## src/rtl/fifo_wr_arbiter.sv

```systemverilog
// Round-robin arbiter sharing one 9-bit FIFO write port between NREQ producers.
// Define FIFO_ARB_PKT_LOCK_EN to keep each eop-terminated packet contiguous.
module fifo_wr_arbiter #(
  parameter int NREQ = 4
) (
  input  logic              clk,
  input  logic              reset,
  input  logic [NREQ-1:0]   req,
  input  logic [9*NREQ-1:0] req_data,
  output logic [NREQ-1:0]   gnt,
  output logic              fifo_write,
  output logic [8:0]        fifo_data_in,
  input  logic              fifo_full
);

  localparam int LW = $clog2(NREQ);
  localparam logic [LW:0] NR = (LW+1)'(NREQ);

  logic [LW-1:0]   last;
  logic [LW-1:0]   win;
  logic [LW:0]     idx;
  logic            found;
  logic            load_ok;
  logic            take;
  logic [NREQ-1:0] elig;
  logic [8:0]      win_word;

  assign load_ok = ~fifo_write | ~fifo_full;

`ifdef FIFO_ARB_PKT_LOCK_EN
  typedef enum logic {
    IDLE,
    LOCKED
  } state_t;

  state_t        state;
  state_t        state_nxt;
  logic [LW-1:0] owner;
  logic [LW-1:0] owner_nxt;

  // While a packet is open only its owner may be granted.
  assign elig = (state == LOCKED)
              ? (req & (NREQ'(1) << owner))
              : req;

  always_ff @(posedge clk or posedge reset) begin
    if (reset) begin
      state <= IDLE;
      owner <= '0;
    end else begin
      state <= state_nxt;
      owner <= owner_nxt;
    end
  end

  always_comb begin
    state_nxt = state;
    owner_nxt = owner;
    unique case (state)
      IDLE: begin
        if (take && !win_word[8]) begin
          state_nxt = LOCKED;
          owner_nxt = win;
        end
      end
      LOCKED: begin
        if (take && win_word[8]) begin
          state_nxt = IDLE;
        end
      end
      default: begin
        state_nxt = IDLE;
      end
    endcase
  end
`else
  assign elig = req;
`endif

  // Scan last+1, last+2, ... wrapping at NREQ.
  always_comb begin
    found = 1'b0;
    win   = last;
    idx   = '0;
    for (int k = 1; k <= NREQ; k++) begin
      idx = {1'b0, last} + (LW+1)'(k);
      if (idx >= NR) begin
        idx = idx - NR;
      end
      if (!found && elig[idx[LW-1:0]]) begin
        found = 1'b1;
        win   = idx[LW-1:0];
      end
    end
  end

  always_comb begin
    win_word = '0;
    for (int i = 0; i < NREQ; i++) begin
      if (win == LW'(i)) begin
        win_word = req_data[9*i +: 9];
      end
    end
  end

  assign take = load_ok & found & ~reset;
  assign gnt  = take ? (NREQ'(1) << win) : '0;

  always_ff @(posedge clk or posedge reset) begin
    if (reset) begin
      fifo_write   <= 1'b0;
      fifo_data_in <= '0;
      last         <= LW'(NREQ-1);
    end else if (load_ok) begin
      fifo_write <= found;
      if (found) begin
        fifo_data_in <= win_word;
        last         <= win;
      end
    end
  end

endmodule

```

## config.mk

```make
export PLATFORM = sky130hd
export DESIGN_NAME = fifo_wr_arbiter
export DESIGN_NICKNAME = d
export VERILOG_FILES = /design/src/rtl/fifo_wr_arbiter.sv
export SDC_FILE = /design/constraint.sdc
export NUM_CORES = 1
export LEC_CHECK = 0
export BUFFER_PORTS_ARGS = -buffer_cell sky130_fd_sc_hd__buf_2
export CAP_MARGIN = 20
export CORE_UTILIZATION = 40
export DETAILED_ROUTE_END_ITERATION = 8
export HOLD_SLACK_MARGIN = 0.06
export PLACE_DENSITY = 0.78
export SYNTH_ARGS = -nofsm -noshare
export SYNTH_HDL_FRONTEND = slang
export SYNTH_SLANG_ARGS = --single-unit
```

## constraint.sdc

```tcl
create_clock -name clk -period 2.5 [get_ports clk]
set_clock_uncertainty 0.15 [all_clocks]
set_input_delay 0.5 -clock clk [delete_from_list [all_inputs] [get_ports clk]]
set_output_delay 0.5 -clock clk [all_outputs]
set_load 0.02 [all_outputs]
```

==> results_tabular.tex, run 1 <==
\begin{tabular}{lr}
\hline
Metric & Value \\
\hline
\multicolumn{2}{l}{\textbf{Route}} \\
Total wire length & 2160 um \\
DRT antenna net count & 0 \\
Routed vias/inst & 5.24 \\
DRC violations left & 0 \\
Routed vias & slightly below 900 \\
DR pass1 iterations & 6 \\
Drt wl/cell & approximately 13 um \\
Number of DRC violations after detailed-routing iteration 0 & 22 \\
\multicolumn{2}{l}{\textbf{Clocking}} \\
Number of buffers between clock root and the deepest sink & 2 \\
TritonCTS Sinks & 12 \\
Clock insertion delay at the later pin of the skew report & 0.26 ns \\
TritonCTS clock tree & yes \\
Number of buffers added by the clock tree synthesis step & 3 \\
Root buf cell & clkbuf\_4 \\
Clock H-tree levels & 1 \\
Clock edge transition at the registers on the reported setup and hold paths & 0.07 ns \\
\multicolumn{2}{l}{\textbf{Outcome}} \\
Result of the run & complete, but fails checks \\
Violated checks & setup timing \\
\multicolumn{2}{l}{\textbf{Floorplanning}} \\
Width of the die & approximately 47 um \\
Initial standard-cell utilization of the core & 44.5\% \\
Std-Cell Rows & 15 \\
Die height & about 47 um \\
Core area & between 1500 and 2000 um2 \\
Area of the die & 2210 um2 \\
Num ports & 57 \\
\multicolumn{2}{l}{\textbf{STA}} \\
Unrepaired setup endpoints after global routing & true \\
Worst Setup Slack, final & -0.196 ns \\
Total negative setup slack & -0.560 ns \\
Part of the cycle the worst path needs & 108\% \\
Endpoints failing setup & 4 \\
Fmax achieved & 0.371 GHz \\
Fin crit period & around 2.7 ns \\
Worst slew margin & 68.5\% \\
Count of pins over their slew limit & 0 \\
Number of hold violations in the final report & 0 \\
Actual transition at the worst max-transition pin & 0.469 ns \\
\multicolumn{2}{l}{\textbf{Global routing}} \\
Overall Global Routing Usage & 21.7\% \\
Global-route congestion overflow total & 0 \\
Number of antenna violations at the first check in global routing & 0 \\
First-pass GRT wire length & roughly 3300 um \\
Via count of the first global-routing pass & about 840 \\
Largest net degree at the start of global routing & 13 \\
\multicolumn{2}{l}{\textbf{Synth}} \\
Share of Yosys cell area claimed by the top area cell type & 30.9\% \\
Synthesized Nets & approximately 130 \\
Post-Synthesis Cell Area & 811 um2 \\
Number of library cell types mapped by synthesis & 23 \\
Total of flip-flops plus latches after synthesis & 12 \\
Commonest cells in the netlist & 18 x mux2i\_1, 16 x nand2\_1, 10 x dfrtp\_1 \\
Synthesized instance count & 83 \\
Most common cell in the netlist & mux2i\_1 \\
Count of synthesis-stage warnings from yosys & 0 \\
Synth async-reset ratio & 100\% \\
Number of flops mapped to enable cells by yosys & 0 \\
Mean area per synthesized cell & 9.77 um2 \\
Synth area leaders & dfrtp\_1 31\%, mux2i\_1 22\%, o221ai\_1 9.7\% \\
Register area share after synthesis & 37.3\% \\
Dominant cell type by area after synthesis & dfrtp\_1 \\
Most used flip-flop cell after synthesis & dfrtp\_1 \\
\multicolumn{2}{l}{\textbf{Pwr}} \\
Leak Pwr & 0.641 nW \\
VDD IR max & 0.000504 V \\
Power Dens Cells & 760 nW/um2 \\
\multicolumn{2}{l}{\textbf{Setup path}} \\
Cell-by-cell listing of the critical path & mux2\_4, a222oi\_1, buf\_4, nor3b\_2, buf\_4 \\
Class of the most critical setup path & register to output pin \\
Startpoint Class & register \\
Critical-path top delay cell & dfstp\_2 \\
Category of the worst setup path capture point & output pin \\
Worst endpoint data arrival time & 2.05 ns \\
Largest fanout of any net on the critical path & 6 \\
Required arrival time at the worst endpoint & 1.85 ns \\
Peak per-stage delay on the critical path & 0.56 ns \\
Cell repeated most along the worst path & buf\_4 \\
\multicolumn{2}{l}{\textbf{Place}} \\
Final estimated routing congestion in global placement & 0.741 \\
Count of port buffers added during placement & 56 \\
Dpl hpwl & 1680 um \\
\multicolumn{2}{l}{\textbf{Cells and area}} \\
Number of diodes & 0 \\
Final standard cell utilization of the core & 64.6\% \\
Fin nets & between 150 and 200 \\
Share of cells above drive strength 1 & approximately half \\
Area Growth Syn to Fin & 45.1\% \\
Fillers & around 160 \\
\multicolumn{2}{l}{\textbf{Hold path}} \\
Type of the most critical hold path & input port to asynchronous set/reset pin \\
\multicolumn{2}{l}{\textbf{Flow run}} \\
Max-cap check violation count & 0 \\
\hline
\end{tabular}
## critical path, delay by kind of cell, from the launching register on
family / cells / cell delay, ns
and+or+nand+nor: 1 / 0.18
AOI/OAI and AO/OA: 1 / 0.35
DFF: 1 / 0.56
muxes: 1 / 0.30
buffers and inverters: 2 / 0.39
## cell usage in the layout (no fill, tap or decap)
cell type  synthesis  layout
mux2_4             1       1
dfrtp_1           10      10
inv_1              2       2
o21ai_0            1       1
a31oi_1            1       1
a222oi_1           1       1
dfstp_2            2       2
mux2i_1           18      18
nor3_1             3       3
nor3b_2            0       2
nand2_1           16      16
inv_2              1       1
buf_2              0      53
nor4_1             1       1
clkbuf_4           0       3
nor2_1             1       1
o21ai_1            1       1
buf_4              1      13
a21o_1             1       1
o221ai_1           9       9
a21oi_1            3       3
nand2b_1           2       2
## cell type report
class | instances | area (um2) | share of cell area [%]
tap | 25 | 31.3 | 2.66
inverter | 3 | 11.3 | 0.957
multi-input combinational | 61 | 445 | 37.9
timing repair buffer | 66 | 363 | 30.9
clock buffer | 3 | 22.5 | 1.91
sequential | 12 | 303 | 25.7
## timing repair
action	4_1_cts	5_1_grt
setup buffers	3	1
hold buffers	0	0
pin swaps	1	0
gates resized for setup	2	1
setup endpoints to repair	4	4
## worst paths after layout
check	cells after the start	endpoint	start	slack (ns)
min in group clk	3	fifo_write$_DFFE_PP0P_	fifo_full	0.33
setup / recovery	5	gnt[2]	last[1]$_DFFE_PP1N_	-0.20
hold reg to reg	2	fifo_data_in[0]$_DFFE_PP0N_	fifo_data_in[0]$_DFFE_PP0N_	0.34
max in group asynchronous	2	last[1]$_DFFE_PP1N_	reset	1.73
hold / removal	2	fifo_data_in[0]$_DFFE_PP0N_	reset	0.13
setup reg to reg	6	fifo_data_in[7]$_DFFE_PP0N_	last[1]$_DFFE_PP1N_	0.28
## routing by layer
layer / share of wire (%) / routed length [um] / GRT usage (%) / vias to the layer above
met5: 0 / 0 / 0 / -
met2: 48 / 1040 / 39.4 / 56
met4: 0.65 / 14 / 8.57 / 0
met1: 43 / 928 / 25.2 / 400
met3: 8.3 / 180 / 3.85 / 2
li1: - / - / - / 433
## power by group
group | leakage, nW | switching [mW] | internal (mW)
registers | 0.140 | 0.0385 | 0.261
clock network | 0.0138 | 0.0596 | 0.0556
logic | 0.487 | 0.256 | 0.223
## sequential cells by signal, summed over array words and instances (netlist names)
name	count
fifo_data_in	9
fifo_write	1
last	2
## metrics by stage
| stage | std cells | hold slack [ns] | total power [mW] | cell area (um2) | worst slack, ns |
|---|---|---|---|---|---|
| final | 170 | 0.126 | 0.893 | 1180 | -0.196 |
| after global routing | 170 | 0.166 | 0.953 | 1180 | -0.276 |
| after CTS | 169 | 0.145 | 0.887 | 1170 | -0.136 |
| after detailed placement | 163 | 0.328 | 0.750 | 1120 | 0.00878 |
| after global placement | 163 | 0.319 | 0.734 | 1120 | 0.0209 |
| after floorplan | 83 | 0.213 | 0.633 | 821 | 0.0282 |
## kinds of logic (layout without fill, tap and decap cells)
logic type	after synthesis	count (layout)	share of synthesized area [%]
buffers and inverters	10	72	8.95
muxes	19	19	24.1
AOI/OAI and AO/OA	17	17	15.7
DFF	12	12	37.3
and+or+nand+nor	25	25	13.9
No activity file was read; power rests on OpenSTA's default activity.
==> run 2, diff against run 1 <==
ABC_AREA = 1   (was default)
CORE_UTILIZATION = 44   (was 40)
PLACE_DENSITY = 0.76   (was 0.78)
==> run 2 against run 1 <==
The flow still finishes with violations (setup timing). Synthesized area increased by 54%. Wire length increased by 68%. Critical path depth increased by 5. Via count increased by 68%. Global-route usage increased by 0.58 points. Non-clock buffer count increased by 18. Highest routed layer unchanged. Cell count increased by 79%. First-iteration DRC count increased to 2.6 times the previous value.
==> results_tabular.tex, run 2 <==
\begin{tabular}{lr}
\hline
Metric & Value \\
\hline
\multicolumn{2}{l}{\textbf{Synth}} \\
Register area share after synthesis & 24.2\% (was 37.3\%) \\
Dominant combinational cell family by area after synthesis & simple AND/OR/NAND/NOR gates (was multiplexers) \\
Count of synthesis-stage warnings from yosys & 0 (unchanged) \\
Number of library cell types mapped by synthesis & 30 (was 23) \\
Synthesized Nets & 236 (was 126) \\
Most common cell in the netlist & nand2\_1 (was mux2i\_1) \\
Synthesized instance count & 193 (was 83) \\
Synthesized-area fraction occupied by ao, oa, aoi and oai cells & 11.5\% (was 15.7\%) \\
Share of Yosys cell area claimed by the top area cell type & 22.2\% (was 30.9\%) \\
Total of flip-flops plus latches after synthesis & 12 (unchanged) \\
Post-Synth Simple-Gate Area & 50.2\% (was 13.9\%) \\
Synth async-reset ratio & 100\% (unchanged) \\
Number of flops mapped to enable cells by yosys & 0 (unchanged) \\
Share of synthesized area spent on multiplexers & 0\% (was 24.1\%) \\
Mean area per synthesized cell & 6.49 um2 (was 9.77 um2) \\
Synth Area in Adders & 0\% (unchanged) \\
Post-Synthesis Cell Area & 1250 um2 (was 811 um2) \\
Most used flip-flop cell after synthesis & dfrtp\_1 (unchanged) \\
Commonest cells in the netlist & 74 x nand2\_1, 19 x inv\_1, 17 x nand3\_1 (was 18 x mux2i\_1, 16 x nand2\_1, 10 x dfrtp\_1) \\
Synth area leaders & nand2\_1 22\%, dfrtp\_1 20\%, nand3\_1 6.8\% (was dfrtp\_1 31\%, mux2i\_1 22\%, o221ai\_1 9.7\%) \\
Post-synthesis xor/xnor area fraction & 0\% (unchanged) \\
Dominant cell type by area after synthesis & nand2\_1 (was dfrtp\_1) \\
\multicolumn{2}{l}{\textbf{Setup path}} \\
Startpoint Class & register (unchanged) \\
Category of the worst setup path capture point & output pin (unchanged) \\
Largest fanout of any net on the critical path & 8 (was 6) \\
Critical-path top delay cell & dfstp\_2 (unchanged) \\
Cell-by-cell listing of the critical path & inv\_4, nand2\_1, nand2\_2, nand2\_4, nand2\_8, or2\_4, nand3\_4, nand2\_8, nor3\_2, buf\_4 (was mux2\_4, a222oi\_1, buf\_4, nor3b\_2, buf\_4) \\
Required arrival time at the worst endpoint & 1.85 ns (about the same) \\
Peak per-stage delay on the critical path & 0.61 ns (was 0.56 ns) \\
Stages on worst setup path & 10 (was 5) \\
Family with the most delay on the worst path & simple AND/OR/NAND/NOR gates (was flip-flops) \\
Class of the most critical setup path & register to output pin (unchanged) \\
Worst endpoint data arrival time & 2.06 ns (was 2.05 ns) \\
Worst R2R Path Depth & 17 (was 6) \\
Cell repeated most along the worst path & nand2\_8 (was buf\_4) \\
CP bufs+invs & 2 (unchanged) \\
\multicolumn{2}{l}{\textbf{STA}} \\
Hold Worst Slack & 0.156 ns (was 0.126 ns) \\
Worst Setup Slack, final & -0.213 ns (was -0.196 ns) \\
Worst slew margin & 78.3\% (was 68.5\%) \\
Actual transition at the worst max-transition pin & 0.325 ns (was 0.469 ns) \\
Unrepaired setup endpoints after global routing & true (unchanged) \\
Part of the cycle the worst path needs & 109\% (was 108\%) \\
Number of hold violations in the final report & 0 (unchanged) \\
Fin crit period & 2.71 ns (was 2.70 ns) \\
Endpoints failing setup & 4 (unchanged) \\
Count of pins over their slew limit & 0 (unchanged) \\
Fmax achieved & 0.369 GHz (was 0.371 GHz) \\
\multicolumn{2}{l}{\textbf{Cells and area}} \\
Fin nets & 318 (was 190) \\
Most frequent cells in the layout & 61 x nand2\_1, 52 x buf\_2, 29 x buf\_4 (was 53 x buf\_2, 18 x mux2i\_1, 16 x nand2\_1) \\
Most frequent standard cell in the layout excluding fill and tap cells & nand2\_1 (was buf\_2) \\
Registers with the highest flip-flop counts & fifo\_data\_in x9, last x2, fifo\_write x1 (unchanged) \\
Most flops, register & fifo\_data\_in (unchanged) \\
Max reg flops & 9 (unchanged) \\
Number of diodes & 0 (unchanged) \\
Share of cells above drive strength 1 & 55.8\% (was 51.7\%) \\
Area Growth Syn to Fin & 52.7\% (was 45.1\%) \\
\multicolumn{2}{l}{\textbf{Route}} \\
Drt wl/cell & 11.9 um (was 12.7 um) \\
Routed vias/inst & 4.92 (was 5.24) \\
DRC violations left & 0 (unchanged) \\
DR pass1 iterations & 4 (was 6) \\
Routed vias & 1496 (was 891) \\
Total wire length & 3630 um (was 2160 um) \\
Number of DRC violations after detailed-routing iteration 0 & 58 (was 22) \\
DRT antenna net count & 0 (unchanged) \\
\multicolumn{2}{l}{\textbf{Floorplanning}} \\
Std-Cell Rows & 18 (was 15) \\
Initial standard-cell utilization of the core & 48.4\% (was 44.5\%) \\
Core area & 2590 um2 (was 1820 um2) \\
Width of the die & 55.4 um (was 47.0 um) \\
Die height & 55.4 um (was 47.0 um) \\
Num ports & 57 (unchanged) \\
Area of the die & 3060 um2 (was 2210 um2) \\
\multicolumn{2}{l}{\textbf{Clocking}} \\
Root buf cell & clkbuf\_4 (unchanged) \\
TritonCTS Sinks & 12 (unchanged) \\
Clock edge transition at the registers on the reported setup and hold paths & 0.08 ns (was 0.07 ns) \\
Number of buffers between clock root and the deepest sink & 2 (unchanged) \\
Clock insertion delay at the later pin of the skew report & 0.26 ns (about the same) \\
TritonCTS clock tree & yes (unchanged) \\
Clock H-tree levels & 1 (unchanged) \\
Number of buffers added by the clock tree synthesis step & 3 (unchanged) \\
\multicolumn{2}{l}{\textbf{Place}} \\
Dpl hpwl & 2520 um (was 1680 um) \\
Post-Place Worst Slack & 0.0220 ns (was 0.00878 ns) \\
Final estimated routing congestion in global placement & 0.890 (was 0.741) \\
Count of port buffers added during placement & 56 (unchanged) \\
\multicolumn{2}{l}{\textbf{Global routing}} \\
Global-route congestion overflow total & 0 (unchanged) \\
First-pass GRT wire length & 5580 um (was 3340 um) \\
Number of antenna violations at the first check in global routing & 0 (unchanged) \\
Via count of the first global-routing pass & 1291 (was 837) \\
Largest net degree at the start of global routing & 13 (unchanged) \\
Overall Global Routing Usage & 22.3\% (was 21.7\%) \\
\multicolumn{2}{l}{\textbf{Hold path}} \\
Type of the most critical hold path & input port to asynchronous set/reset pin (unchanged) \\
\multicolumn{2}{l}{\textbf{Outcome}} \\
Result of the run & complete, but fails checks (unchanged) \\
Violated checks & setup timing (unchanged) \\
\multicolumn{2}{l}{\textbf{Flow run}} \\
Max-cap check violation count & 0 (unchanged) \\
\hline
\end{tabular}
## run 2: changes by cell type in the layout (fill, tap and decap cells not counted), sizes merged, moves of 3 or more
cell    delta
o221ai     -9
o21ai     +11
nand2     +68
inv       +28
nand3     +21
buf       +18
mux2i     -18
nand3b     +3
nor2       +6
nand4      +3
## run 2: worst paths after layout
kind                                        startpoint  slack [ns]                     endpoint
min in group clk           fifo_data_in[4]$_DFFE_PP0N_        0.33  fifo_data_in[4]$_DFFE_PP0N_
max in group asynchronous                        reset        1.81          last[0]$_DFFE_PP1N_
max                                last[0]$_DFFE_PP1N_       -0.21                       gnt[0]
max reg2reg                        last[0]$_DFFE_PP1N_        0.11  fifo_data_in[7]$_DFFE_PP0N_
min                                              reset        0.16  fifo_data_in[1]$_DFFE_PP0N_
min reg2reg                fifo_data_in[4]$_DFFE_PP0N_        0.33  fifo_data_in[4]$_DFFE_PP0N_
## run 2: per-layer routing
metal | GRT usage (%) | routed length, um | vias up
li1 | - | - | 761
met4 | 7.14 | 79 | 0
met2 | 37.3 | 1730 | 67
met1 | 30.4 | 1630 | 660
met3 | 1.64 | 193 | 8
met5 | 0 | 0 | -
## run 2: layout make-up
class / instances / area [um2]
fill: 194 / 677
inverter: 31 / 124
multi-input combinational: 143 / 911
clock buffer: 4 / 26.3
sequential: 12 / 303
tap: 30 / 37.5
timing repair buffer: 84 / 512
## run 2: logic make-up (layout without fill, tap and decap cells)
family                 count (synthesis)  count (layout)
buffers and inverters                 38             119
flip-flops                            12              12
AND/OR/NAND/NOR                      123             123
AO/OA/AOI/OAI                         20              20
## run 2: what timing repair did
action,CTS,global route
hold buffers,0,0
setup endpoints to repair,4,8
pin swaps,6,15
buffers inserted,9,5
resized for setup,17,22
## run 2: worst register-to-register path: stages (launching register included)
cell	delay (ns)
dfstp_2	0.61
inv_4	0.08
nand2_1	0.08
nand2_2	0.09
nand2_4	0.10
nand2_8	0.07
inv_2	0.07
nand3_4	0.08
nand2_4	0.08
nand2_4	0.09
buf_4	0.14
buf_4	0.12
buf_4	0.14
nand2_1	0.05
nand2_1	0.05
o21bai_1	0.20
nand2_1	0.08
nand2_1	0.05
## run 2: metrics by stage
stage | setup TNS (ns) | area [um2] | instances | utilization [%]
floorplan | -0.0601 | 1280 | 193 | -
global placement | 0 | 1640 | 286 | 63.4
detailed placement | 0 | 1640 | 286 | 63.4
CTS | -0.737 | 1790 | 299 | 68.9
global route | -1.36 | 1910 | 304 | 73.9
finish | -0.801 | 1910 | 304 | 73.9
Power of run 2 is not shown: default switching activity piles up to over one toggle a cycle in this logic, so the estimate is an artifact.
==> run 3, diff against run 2 <==
RECOVER_POWER = 50   (was default)
SLEW_MARGIN = 20   (was default)
==> run 3 against run 2 <==
The run still ends with setup timing left. Non-clock buffer count stayed put. Register-to-register slack hardly changed. Worst setup slack improved by 0.0014 ns. Cell count did not move. Final area down 0.46%. Die area unchanged. Sequential share of layout area increased by 0.073 points. Critical endpoint unchanged. Largest cell class unchanged.
==> results_tabular.tex, run 3 (synthesized netlist as in run 2, its figures left out) <==
\begin{tabular}{lr}
\hline
Metric & Value \\
\hline
\multicolumn{2}{l}{\textbf{Outcome}} \\
Result of the run & complete, but fails checks (unchanged) \\
Violated checks & setup timing (unchanged) \\
\multicolumn{2}{l}{\textbf{Clocking}} \\
Clock edge transition at the registers on the reported setup and hold paths & 0.08 ns (about the same) \\
TritonCTS clock tree & yes (unchanged) \\
TritonCTS Sinks & 12 (unchanged) \\
Root buf cell & clkbuf\_4 (unchanged) \\
Number of buffers added by the clock tree synthesis step & 3 (unchanged) \\
Clock insertion delay at the later pin of the skew report & 0.26 ns (about the same) \\
Number of buffers between clock root and the deepest sink & 2 (unchanged) \\
Clock H-tree levels & 1 (unchanged) \\
Post-cts hold buffer count & 0 (unchanged) \\
\multicolumn{2}{l}{\textbf{Setup path}} \\
Class of the most critical setup path & register to output pin (unchanged) \\
Startpoint Class & register (unchanged) \\
Launching point of the worst reg2reg path & last[0]\$\_DFFE\_PP1N\_ (unchanged) \\
Critical path capture point & gnt[0] (unchanged) \\
Category of the worst setup path capture point & output pin (unchanged) \\
Worst endpoint data arrival time & 2.06 ns (about the same) \\
Capturing point of the worst reg2reg path & fifo\_data\_in[7]\$\_DFFE\_PP0N\_ (unchanged) \\
Largest fanout of any net on the critical path & 8 (unchanged) \\
Required arrival time at the worst endpoint & 1.85 ns (about the same) \\
Setup slack of the worst register-to-register path & 0.11 ns (about the same) \\
Worst R2R Path Depth & 16 (was 17) \\
Startpoint of the most critical setup path & last[0]\$\_DFFE\_PP1N\_ (unchanged) \\
\multicolumn{2}{l}{\textbf{Floorplanning}} \\
Area of the die & 3060 um2 (unchanged) \\
Core area & 2590 um2 (unchanged) \\
Initial standard-cell utilization of the core & 48.4\% (unchanged) \\
Std-Cell Rows & 18 (unchanged) \\
Die height & 55.4 um (unchanged) \\
Width of the die & 55.4 um (unchanged) \\
Num ports & 57 (unchanged) \\
\multicolumn{2}{l}{\textbf{Cells and area}} \\
Most frequent cells in the layout & 61 x nand2\_1, 48 x buf\_2, 28 x buf\_4 (was 61 x nand2\_1, 52 x buf\_2, 29 x buf\_4) \\
Most flops, register & fifo\_data\_in (unchanged) \\
Fillers & 198 (was 194) \\
Share of cells above drive strength 1 & 54.0\% (was 55.8\%) \\
Area Growth Syn to Fin & 52.0\% (was 52.7\%) \\
Count of placed standard cells in the final layout, fillers left out & 304 (unchanged) \\
Registers with the highest flip-flop counts & fifo\_data\_in x9, last x2, fifo\_write x1 (unchanged) \\
Fin nets & 318 (unchanged) \\
Most frequent standard cell in the layout excluding fill and tap cells & nand2\_1 (unchanged) \\
Max reg flops & 9 (unchanged) \\
Number of diodes & 0 (unchanged) \\
\multicolumn{2}{l}{\textbf{Route}} \\
Routed vias/inst & 4.91 (was 4.92) \\
Routed vias & 1492 (was 1496) \\
DR pass1 iterations & 4 (unchanged) \\
Number of DRC violations after detailed-routing iteration 0 & 56 (was 58) \\
Drt wl/cell & 11.9 um (about the same) \\
DRT antenna net count & 0 (unchanged) \\
Total wire length & 3630 um (about the same) \\
DRC violations left & 0 (unchanged) \\
\multicolumn{2}{l}{\textbf{Global routing}} \\
Largest net degree at the start of global routing & 13 (unchanged) \\
Global-route congestion overflow total & 0 (unchanged) \\
Via count of the first global-routing pass & 1291 (unchanged) \\
First-pass GRT wire length & 5580 um (unchanged) \\
Number of antenna violations at the first check in global routing & 0 (unchanged) \\
Overall Global Routing Usage & 22.3\% (unchanged) \\
\multicolumn{2}{l}{\textbf{STA}} \\
Fin crit period & 2.71 ns (about the same) \\
Worst slew margin & 57.3\% (was 78.3\%) \\
Hold Worst Slack & 0.315 ns (was 0.156 ns) \\
Unrepaired setup endpoints after global routing & true (unchanged) \\
Endpoints failing setup & 4 (unchanged) \\
Worst Setup Slack, final & -0.212 ns (was -0.213 ns) \\
Count of pins over their slew limit & 0 (unchanged) \\
Number of hold violations in the final report & 0 (unchanged) \\
Part of the cycle the worst path needs & 108\% (was 109\%) \\
Total negative setup slack & -0.796 ns (was -0.801 ns) \\
Actual transition at the worst max-transition pin & 0.640 ns (was 0.325 ns) \\
Fmax achieved & 0.369 GHz (about the same) \\
\multicolumn{2}{l}{\textbf{Place}} \\
Placed Cells & 286 (unchanged) \\
Final estimated routing congestion in global placement & 0.890 (unchanged) \\
Dpl hpwl & 2520 um (unchanged) \\
Count of port buffers added during placement & 56 (unchanged) \\
\multicolumn{2}{l}{\textbf{Hold path}} \\
Type of the most critical hold path & input port to asynchronous set/reset pin (unchanged) \\
\multicolumn{2}{l}{\textbf{Flow run}} \\
Max-cap check violation count & 0 (unchanged) \\
\hline
\end{tabular}
## run 3: worst min path at each step
| stage | cells past startpoint | end | start | slack, ns |
|---|---|---|---|---|
| 2_1_floorplan | 1 | fifo_data_in[0]$_DFFE_PP0N_ | reset | 0.23 |
| 3_3_place_gp | 2 | fifo_data_in[5]$_DFFE_PP0N_ | fifo_data_in[5]$_DFFE_PP0N_ | 0.31 |
| 3_5_place_dp | 2 | fifo_data_in[7]$_DFFE_PP0N_ | fifo_data_in[7]$_DFFE_PP0N_ | 0.31 |
| 4_1_cts | 3 | fifo_data_in[0]$_DFFE_PP0N_ | reset | 0.16 |
| 5_1_grt | 3 | fifo_write$_DFFE_PP0P_ | fifo_full | 0.35 |
| 6_report | 3 | fifo_data_in[0]$_DFFE_PP0N_ | reset | 0.31 |
## run 3: through the flow
stage	area, um2	utilization, %	setup WS [ns]
2_1_floorplan	1280	-	-0.0289
3_3_place_gp	1640	63.4	0.0447
3_5_place_dp	1640	63.4	0.0220
4_1_cts	1790	68.9	-0.197
5_1_grt	1900	73.5	-0.318
6_report	1900	73.5	-0.212
## run 3: cell type report
| class | count | area, um2 | share of cell area, % |
|---|---|---|---|
| clock buffer | 4 | 26.3 | 1.38 |
| inverter | 31 | 124 | 6.50 |
| multi-input combinational | 143 | 911 | 47.8 |
| sequential | 12 | 303 | 15.9 |
| tap | 30 | 37.5 | 1.97 |
| timing repair buffer | 84 | 503 | 26.4 |
## run 3: timing repair
item,4_1_cts,5_1_grt
resized for setup,17,22
pin swaps,6,15
setup buffers,9,5
setup endpoints to repair,4,8
## run 3: worst max-delay path, stage by stage (launching register included)
cell and delay [ns]:
dfstp_2 0.61, inv_4 0.08, nand2_1 0.08, nand2_2 0.09, nand2_4 0.10, nand2_8 0.07, or2_4 0.24, nand3_4 0.11
nand2_8 0.08, nor3_2 0.17, buf_4 0.16
## run 3: metal layers
layer / up-vias / part of all wire, % / track usage (%)
met5: - / 0 / 0
met4: 0 / 2.6 / 7.14
met3: 10 / 4.9 / 1.64
met2: 62 / 47 / 37.3
met1: 659 / 46 / 30.4
li1: 761 / - / -
Power of run 3 is left out for the same reason.
